## config.mk

```make
export PLATFORM = sky130hd
export DESIGN_NAME = jtag_cfgreg_bank_flat
export DESIGN_NICKNAME = d
export VERILOG_FILES = /design/src/rtl/jtag_cfgreg_pkg.sv /design/src/rtl/jtag_cfgreg_bank_if.sv /design/src/rtl/jtag_cfgreg_bank.sv /design/src/flat_wrapper.sv
export SDC_FILE = /design/constraint.sdc
export NUM_CORES = 1
export LEC_CHECK = 0
export ABC_AREA = 0
export CORE_MARGIN = 8
export CORE_UTILIZATION = 55
export CTS_BUF_LIST = sky130_fd_sc_hd__clkbuf_4 sky130_fd_sc_hd__clkbuf_8
export DETAILED_ROUTE_END_ITERATION = 8
export PLACE_DENSITY = 0.83
export SLEW_MARGIN = 5
export SYNTH_ARGS = -nofsm -noshare
export SYNTH_HDL_FRONTEND = slang
export SYNTH_SLANG_ARGS = --single-unit
```

## constraint.sdc

```tcl
create_clock -name clk_i -period 2.15 [get_ports clk_i]
set_input_delay 0.645 -clock clk_i [delete_from_list [all_inputs] [get_ports clk_i]]
set_output_delay 0.645 -clock clk_i [all_outputs]
set_load 0.005 [all_outputs]
```

## src/rtl/jtag_cfgreg_pkg.sv

```systemverilog
// Shared definitions for the JTAG configuration register bank.
//
// The DR frame is {wr, addr, data}, shifted LSB first. Its field positions
// depend on ADDR_W and DATA_W, so they are given as functions of those
// widths rather than as fixed constants.
//
// Contents:
//   frame_len / frame_wr_bit / frame_addr_lsb   frame geometry
//   lock_addr                                   address of the lock register
//   cfg_act_e                                   decoded action of one Update-DR
package jtag_cfgreg_pkg;

  // Total DR length: write flag + address + data.
  function automatic int frame_len(input int addr_w, input int data_w);
    return 1 + addr_w + data_w;
  endfunction

  // Bit position of the write flag (the MSB of the frame).
  function automatic int frame_wr_bit(input int addr_w, input int data_w);
    return addr_w + data_w;
  endfunction

  // Bit position of the address LSB. The address sits directly above the data.
  function automatic int frame_addr_lsb(input int data_w);
    return data_w;
  endfunction

  // The all-ones address selects the lock register.
  function automatic int lock_addr(input int addr_w);
    return (1 << addr_w) - 1;
  endfunction

  // What a single Update-DR does.
  typedef enum logic [2:0] {
    ACT_NONE    = 3'd0,  // no update this cycle
    ACT_POINTER = 3'd1,  // wr=0: move the read pointer only
    ACT_WRITE   = 3'd2,  // write a configuration word
    ACT_LOCK    = 3'd3,  // write the lock register
    ACT_REJECT  = 3'd4   // write refused (locked or address hole)
  } cfg_act_e;

endpackage

```

## src/rtl/jtag_cfgreg_bank_if.sv

```systemverilog
// TAP-side connection of the configuration register bank.
//
// The TAP controller drives the state strobes and tdi_i. The bank returns
// tdo_o. These are level signals sampled on the rising edge of TCK; there is
// no handshake. enable_i qualifies every strobe: when it is low, the bank
// ignores the strobes.
//
//   master : TAP controller side (drives the strobes, reads tdo_o)
//   slave  : register bank side
interface jtag_cfgreg_bank_if;
  logic enable_i;
  logic capture_dr_i;
  logic shift_dr_i;
  logic update_dr_i;
  logic tdi_i;
  logic tdo_o;

  modport master (
    output enable_i, capture_dr_i, shift_dr_i, update_dr_i, tdi_i,
    input  tdo_o
  );

  modport slave (
    input  enable_i, capture_dr_i, shift_dr_i, update_dr_i, tdi_i,
    output tdo_o
  );
endinterface

```

## src/rtl/jtag_cfgreg_bank.sv

```systemverilog
// JTAG configuration register bank.
//
// A single addressable DR gives access to NUM_REGS configuration words and a
// sticky lock register.
//   - Capture loads {err, rd_ptr, word at rd_ptr} into the shift register.
//   - Shift moves the shift register one bit towards tdo.
//   - Update acts on the {wr, addr, data} frame that was shifted in.
//
// Ports:
//   clk_i     TCK
//   rst_ni    TRST, asynchronous, active low
//   tap       TAP strobes, tdi and tdo (slave modport)
//   cfg_o     configuration words, flat; word k is at [k*DATA_W +: DATA_W]
//   upd_o     one-cycle pulse per word, issued one clock after its write
//   locked_o  sticky write lock
//   err_o     the last update was rejected or addressed a hole
module jtag_cfgreg_bank
  import jtag_cfgreg_pkg::*;
#(
  parameter int                         NUM_REGS = 4,
  parameter int                         DATA_W   = 16,
  parameter int                         ADDR_W   = $clog2(NUM_REGS + 1),
  parameter logic [NUM_REGS*DATA_W-1:0] RST_VAL  = '0
) (
  input  logic                         clk_i,
  input  logic                         rst_ni,
  jtag_cfgreg_bank_if.slave            tap,
  output logic [NUM_REGS*DATA_W-1:0]   cfg_o,
  output logic [NUM_REGS-1:0]          upd_o,
  output logic                         locked_o,
  output logic                         err_o
);

  localparam int L      = frame_len(ADDR_W, DATA_W);
  localparam int WR_BIT = frame_wr_bit(ADDR_W, DATA_W);
  localparam int A_LSB  = frame_addr_lsb(DATA_W);
  localparam logic [ADDR_W-1:0] LOCK_ADDR = ADDR_W'(lock_addr(ADDR_W));

  logic [L-1:0]                     sr_q, sr_d;
  logic [NUM_REGS-1:0][DATA_W-1:0]  cfg_q, cfg_d;
  logic [ADDR_W-1:0]                rd_ptr_q, rd_ptr_d;
  logic                             locked_q, locked_d;
  logic                             err_q, err_d;
  logic [NUM_REGS-1:0]              upd_q, upd_d;

  // Fields of the frame that is currently held in the shift register.
  logic                             fr_wr;
  logic [ADDR_W-1:0]                fr_addr;
  logic [DATA_W-1:0]                fr_data;
  logic                             addr_is_reg;
  logic                             addr_is_lock;
  logic [DATA_W-1:0]                rd_data;
  cfg_act_e                         act;

  assign fr_wr        = sr_q[WR_BIT];
  assign fr_addr      = sr_q[WR_BIT-1:A_LSB];
  assign fr_data      = sr_q[DATA_W-1:0];
  assign addr_is_reg  = int'(fr_addr) < NUM_REGS;
  assign addr_is_lock = (fr_addr == LOCK_ADDR);

  // Read-back mux. Any pointer that is neither a word nor the lock
  // register reads as zero.
  always_comb begin
    rd_data = '0;
    if (rd_ptr_q == LOCK_ADDR) rd_data[0] = locked_q;
    for (int k = 0; k < NUM_REGS; k++) begin
      if (rd_ptr_q == ADDR_W'(k)) rd_data = cfg_q[k];
    end
  end

  // Strobe decode. Capture beats shift, and shift beats update, so
  // overlapping strobes from a misbehaving TAP still give defined results.
  // The lock address is tested before the locked check: writing the lock
  // register again is harmless, because the lock can only be set.
  always_comb begin
    act       = ACT_NONE;
    sr_d      = sr_q;
    cfg_d     = cfg_q;
    rd_ptr_d  = rd_ptr_q;
    locked_d  = locked_q;
    err_d     = err_q;
    upd_d     = '0;
    if (tap.enable_i) begin
      if (tap.capture_dr_i) begin
        sr_d = {err_q, rd_ptr_q, rd_data};
      end else if (tap.shift_dr_i) begin
        sr_d = {tap.tdi_i, sr_q[L-1:1]};
      end else if (tap.update_dr_i) begin
        rd_ptr_d = fr_addr;
        if (!fr_wr) begin
          act   = ACT_POINTER;
          err_d = !(addr_is_reg || addr_is_lock);
        end else if (addr_is_lock) begin
          act      = ACT_LOCK;
          locked_d = locked_q | fr_data[0];
          err_d    = 1'b0;
        end else if (addr_is_reg && !locked_q) begin
          act   = ACT_WRITE;
          err_d = 1'b0;
          for (int k = 0; k < NUM_REGS; k++) begin
            if (fr_addr == ADDR_W'(k)) begin
              cfg_d[k] = fr_data;
              upd_d[k] = 1'b1;
            end
          end
        end else begin
          act   = ACT_REJECT;
          err_d = 1'b1;
        end
      end
    end
  end

  always_ff @(posedge clk_i or negedge rst_ni) begin
    if (!rst_ni) sr_q <= '0;
    else         sr_q <= sr_d;
  end

  always_ff @(posedge clk_i or negedge rst_ni) begin
    if (!rst_ni) begin
      cfg_q <= RST_VAL;
      upd_q <= '0;
    end else begin
      cfg_q <= cfg_d;
      upd_q <= upd_d;
    end
  end

  always_ff @(posedge clk_i or negedge rst_ni) begin
    if (!rst_ni) begin
      rd_ptr_q <= '0;
      locked_q <= 1'b0;
      err_q    <= 1'b0;
    end else begin
      rd_ptr_q <= rd_ptr_d;
      locked_q <= locked_d;
      err_q    <= err_d;
    end
  end

  assign tap.tdo_o = sr_q[0];
  assign cfg_o     = cfg_q;
  assign upd_o     = upd_q;
  assign locked_o  = locked_q;
  assign err_o     = err_q;

  // act is kept as a named decode result for probing. This reference marks
  // it as used.
  logic act_unused;
  assign act_unused = ^act;

endmodule
```

## src/flat_wrapper.sv

```systemverilog
// flat-port wrapper written by rule: the top's interface ports become plain ports
module jtag_cfgreg_bank_flat import jtag_cfgreg_pkg::*;
#(
  parameter int                         NUM_REGS = 4,
  parameter int                         DATA_W   = 16,
  parameter int                         ADDR_W   = $clog2(NUM_REGS + 1),
  parameter logic [NUM_REGS*DATA_W-1:0] RST_VAL  = '0
)
  (clk_i, rst_ni, cfg_o, upd_o, locked_o, err_o, tap_enable_i, tap_capture_dr_i, tap_shift_dr_i, tap_update_dr_i, tap_tdi_i, tap_tdo_o);
  jtag_cfgreg_bank_if tap_i ();
  input  logic clk_i;
  input  logic rst_ni;
  output logic [NUM_REGS*DATA_W-1:0] cfg_o;
  output logic [NUM_REGS-1:0] upd_o;
  output logic locked_o;
  output logic err_o;
  input wire logic [$bits(tap_i.enable_i)-1:0] tap_enable_i;
  input wire logic [$bits(tap_i.capture_dr_i)-1:0] tap_capture_dr_i;
  input wire logic [$bits(tap_i.shift_dr_i)-1:0] tap_shift_dr_i;
  input wire logic [$bits(tap_i.update_dr_i)-1:0] tap_update_dr_i;
  input wire logic [$bits(tap_i.tdi_i)-1:0] tap_tdi_i;
  output wire logic [$bits(tap_i.tdo_o)-1:0] tap_tdo_o;
  assign tap_i.enable_i = tap_enable_i;
  assign tap_i.capture_dr_i = tap_capture_dr_i;
  assign tap_i.shift_dr_i = tap_shift_dr_i;
  assign tap_i.update_dr_i = tap_update_dr_i;
  assign tap_i.tdi_i = tap_tdi_i;
  assign tap_tdo_o = tap_i.tdo_o;
  jtag_cfgreg_bank #(.NUM_REGS(NUM_REGS), .DATA_W(DATA_W), .ADDR_W(ADDR_W), .RST_VAL(RST_VAL)) u_core (.clk_i(clk_i), .rst_ni(rst_ni), .tap(tap_i), .cfg_o(cfg_o), .upd_o(upd_o), .locked_o(locked_o), .err_o(err_o));
endmodule
```

# Word level (Yosys, flattened, before mapping)
# Index checks and enable logic that the tools add are counted.
# word_totals
ff_bits,93
elab_cells,57
input_bits,7
# classes
n_bitwise,4
order_cmp,1
reduce_logical,14
muxes,21
n_eq_ne,8
# ops
cell,n
$mux W16,4
$mux W20,2
$reduce_and A8 Y1,4
$mux W4,7
$eq A3 B2 Y1 const B,4
$mux W1,8
$eq A3 B1 Y1 const B,2
$eq A3 B3 Y1 const B,2
$logic_not A3 Y1,2
$reduce_and A6 Y1,1
$reduce_and A4 Y1,1
$lt A3 B3 Y1 const B,1
$not A1 Y1,3
$logic_not A1 Y1,2
$reduce_and A2 Y1,1
$reduce_bool A2 Y1,1
$logic_and A1 B1 Y1,1
$logic_or A1 B1 Y1,1
$or A1 B1 Y1,1

# Logic depth before layout (Yosys ltp)
# depth
depth_word,9
mapped_depth,6

# Worst setup path before layout
# No wires, ideal clock.
# synth_path
kind,input to register
start,in tap_enable_i
end,reg u_core.cfg_q (netlist bit u_core.cfg_o[48])
setup_time_ns,0.125
path_buffers,3
slack_ns,0.152
required_time_ns,2.025
t_arrival_ns,1.873
cell_stages,6
cell_sequence,buf_4 -> and4bb_1 -> buf_4 -> nand4_4 -> buf_6 -> mux2_4
# synth_between
elab_chain_cells,1
# synth_lines
item,line_no,rtl
start: declaration,flat_wrapper.sv:17,input wire logic [$bits(tap_i.enable_i)-1:0] tap_enable_i;
$reduce_and A8 Y1 (no line),--,
end signal: assignment,jtag_cfgreg_bank.sv:124,cfg_q <= cfg_d;
end: declaration,jtag_cfgreg_bank.sv:40,"logic [NUM_REGS-1:0][DATA_W-1:0] cfg_q, cfg_d;"
# No other way between the ends.
# A chain may end at the register's enable or synchronous reset.

# Final worst setup path
# layout_path
start,reg u_core.sr_q[0]
end,out tap_tdo_o
# layout_rtl
item,line_no,rtl
start: declaration,jtag_cfgreg_bank.sv:39,"logic [L-1:0] sr_q, sr_d;"
start signal: assignment,jtag_cfgreg_bank.sv:116,else sr_q <= sr_d;
end: declaration,flat_wrapper.sv:22,output wire logic [$bits(tap_i.tdo_o)-1:0] tap_tdo_o;
# No word-level cell between the ends.

==> metrics.md <==
| Metric | Value |
|---|---|
| Slowest cell delay on critical path | `0.56 ns` |
| Core box area | `8051 um^2` |
| Final setup margin | `0.09215 ns` |
| Share of layout cells above drive strength 1 | `31.59%` |
| Die Ht | `106.0 um` |
| Setup TNS | `0 ns` |
| Largest net degree at the start of global routing | `36` |
| Hold Path Class | `in -> async` |
| RSZ-0062 raised after global routing | `false` |
| Skew final | `0.007887 ns` |
| Final period util | `95.71%` |
| Worst Path Max Fanout | `8` |
| Max Root-Sink Buffers | `2` |
| Dpl hpwl | `7.480 mm` |
| N_diodes | `0` |
| Slew HR | `69.20%` |
| Synth Area in Simple Gates | `10.00%` |
| Post-CTS Resized | `0` |
| P_leak | `2.685 nW` |
| Worst Path Required | `1.50 ns` |
| Crit path from | `u_core.sr_q[0]` |
| Worst slack at placement | `-0.1258 ns` |
| Util after Layout | `70.83%` |
| Grt ovf | `0` |
| Yosys warning total | `0` |
| Routed WL | `10.71 mm` |
| Fin crit period | `2.058 ns` |
| Post-synthesis area per instance | `12.87 um^2` |
| Crit end category | `output port` |
| Critical path type | `reg -> out` |
| Reg2reg start | `u_core.sr_q[18]` |
| Gate Count Post-Synth | `346` |
| Tightest Pin Transition | `0.4614 ns` |
| Slowest CP cell | `clkdlybuf4s50_1` |
| Register area share after synthesis | `52.26%` |
| Top achievable clock speed | `485.9 MHz` |
| Worst skew pair latency | `0.36 ns` |
| CTS tree | `done` |
| Max IR drop VDD | `0.5605 mV` |
| Initial DRC Count | `231` |
| Yosys reg bits | `93` |
| Final Hold Fails | `0` |
| DRT Pass-1 Iters | `4` |
| Placed cell areas | `5520 um^2` |
| Num CTS Buffers | `9` |
| Die Area | `11,230 um^2` |
| WP data arrival | `1.41 ns` |
| Vias | `3,154` |
| Combinational family with the most area after synthesis | `multiplexers` |
| Synth Area in XOR/XNOR | `0%` |
| Post-synthesis cell type count | `34` |
| GRT Util Overall | `19.83%` |
| Max Cap Viol | `0` |
| Worst path bufs/invs | `1` |
| CP cell instances | `clkdlybuf4s50_1` |
| Num Clock Sinks | `93` |
| # port buffers | `77` |
| Cell area after synthesis | `4453 um^2` |
| Postcts setup bufs | `0` |
| Final #Nets | `442` |
| Pwr Density | `878.8 nW/um^2` |
| Setup crit start kind | `flop` |
| Hold bufs inserted after CTS | `0` |
| Hold_ws | `0.2097 ns` |
| H-tree depth | `3` |
| Post-synthesis net count | `353` |
| Root buffer cell | `clkbuf_8` |
| Num ports | `78` |
| Wirelength per Cell | `19.65 um` |
| Post-DR vias/cell | `5.787` |
| First-pass GRT wire length | `17.85 mm` |
| Vias in the first global route | `3,309` |
| Antenna-violating nets left | `0` |
| Initial antenna violation count | `0` |
| CTS clock-pin slew for the worst setup and hold paths | `0.09 ns` |
| Synth Area in Adders | `0%` |
| Design area | `5703 um^2` |
| Fin. max-slew vios | `0` |
| Area grow syn2layout | `28.07%` |
| Drt drc | `0` |
| Initial core utilization | `55.31%` |
| Synth Area in Compound Gates | `10.26%` |
| # setup viols final | `0` |
| Cell Rows | `33` |
| Status | `completed` |
| GPL Wtd Cong | `0.8022` |
| Delay-heaviest family, CP | `buffers and inverters` |
| Chip width | `106.0 um` |
| Mux share of post-synthesis cell area | `24.00%` |
==> per-layer routing <==
| metal | up-vias | part of all wire, % | global-route usage (%) |
|---|---|---|---|
| met3 | 12 | 7.3 | 4.537 |
| met2 | 139 | 49 | 30.88 |
| met1 | 1558 | 43 | 26.39 |
| met4 | 0 | 1.2 | 7.739 |
| li1 | 1445 | - | - |
| met5 | - | 0 | 0 |
==> report_power, final <==
part / switching, W / internal [W] / leakage, nW
Combinational: 0.000544 / 0.000949 / 1.35
Sequential: 0.000361 / 0.00206 / 1.23
Clock: 0.000634 / 0.000463 / 0.0974
==> cell usage after synthesis <==
| master | n | share of area [%] |
|---|---|---|
| buf_4 | 2 | 0.34 |
| nand4_4 | 1 | 0.48 |
| mux2i_1 | 1 | 0.22 |
| a22oi_1 | 14 | 2.4 |
| or2_2 | 12 | 1.7 |
| a211oi_1 | 15 | 2.5 |
| nor3b_4 | 1 | 0.42 |
| buf_6 | 4 | 1.0 |
| nand3_1 | 3 | 0.34 |
| o221ai_1 | 1 | 0.20 |
| mux2_2 | 50 | 13 |
| nor2_1 | 20 | 1.7 |
| o21ai_0 | 6 | 0.67 |
| o22ai_1 | 5 | 0.70 |
| nand2b_1 | 2 | 0.28 |
| nor3b_1 | 1 | 0.17 |
| a31oi_1 | 1 | 0.14 |
| and4bb_1 | 1 | 0.28 |
| buf_2 | 1 | 0.11 |
| a21o_1 | 1 | 0.17 |
| nand4b_4 | 2 | 1.1 |
| inv_1 | 8 | 0.67 |
| clkbuf_1 | 15 | 1.3 |
| a21oi_1 | 29 | 3.3 |
| a221o_1 | 1 | 0.22 |
| nand2_1 | 8 | 0.67 |
| and3b_1 | 1 | 0.20 |
| nand3_4 | 1 | 0.39 |
| nand3b_1 | 13 | 2.2 |
| mux2_4 | 27 | 9.1 |
| mux4_2 | 4 | 2.0 |
| buf_1 | 1 | 0.084 |
| dfrtp_1 | 93 | 52 |
| nor2b_1 | 1 | 0.14 |
==> registers in the layout, summed over array words and instances (netlist names) <==
name,flops
u_core.sr_q,20
u_core.upd_o,4
u_core.locked_o,1
u_core.cfg_o,64
u_core.err_o,1
u_core.rd_ptr_q,3
==> logic make-up after synthesis <==
kind of cell,after synthesis
AND/OR/NAND/NOR,67
flip-flops,93
AO/OA/AOI/OAI,73
buffers and inverters,31
multiplexers,82
==> stage by stage <==
stage | std cells | power (W)
6_report | 545 | 0.005011
2_1_floorplan | 346 | 0.003148
3_5_place_dp | 529 | 0.003956
3_3_place_gp | 529 | 0.003891
5_1_grt | 545 | 0.005292
4_1_cts | 545 | 0.005056
==> path summary, 6_finish.rpt <==
check,to,slack (ns),cells after the start
worst max-delay path,tap_tdo_o,0.09,1
max in group asynchronous,u_core.cfg_o[48],1.41,2
worst min register to register,u_core.cfg_o[9],0.53,1
min in group clk_i,u_core.cfg_o[9],0.53,1
worst max register to register,u_core.cfg_o[59],0.40,4
worst min-delay path,u_core.cfg_o[14],0.21,1
==> layout make-up <==
class	count	area (um^2)
clock buffers	10	137.6
multi-input cells	222	1971
inverters	8	30.03
clock inverters	6	45.04
repair buffers	101	1061
fillers	539	2349
flip-flops and latches	93	2327
well taps	105	131.4
==> placed cells by master, fill, tap and decap left out, drive strengths merged, types with 2 or more instances in the layout <==
cell	n
nor3b	2
nand4b	2
a211oi	15
nand2b	2
mux4	4
clkinv	3
buf	25
nor2	20
nand3	4
clkdlybuf4s50	76
clkbuf	10
nand2	8
or2	12
a21oi	29
dfrtp	93
mux2	77
nand3b	13
inv	11
o22ai	5
o21ai	6
a22oi	14
(Power assumes the default switching activity.)
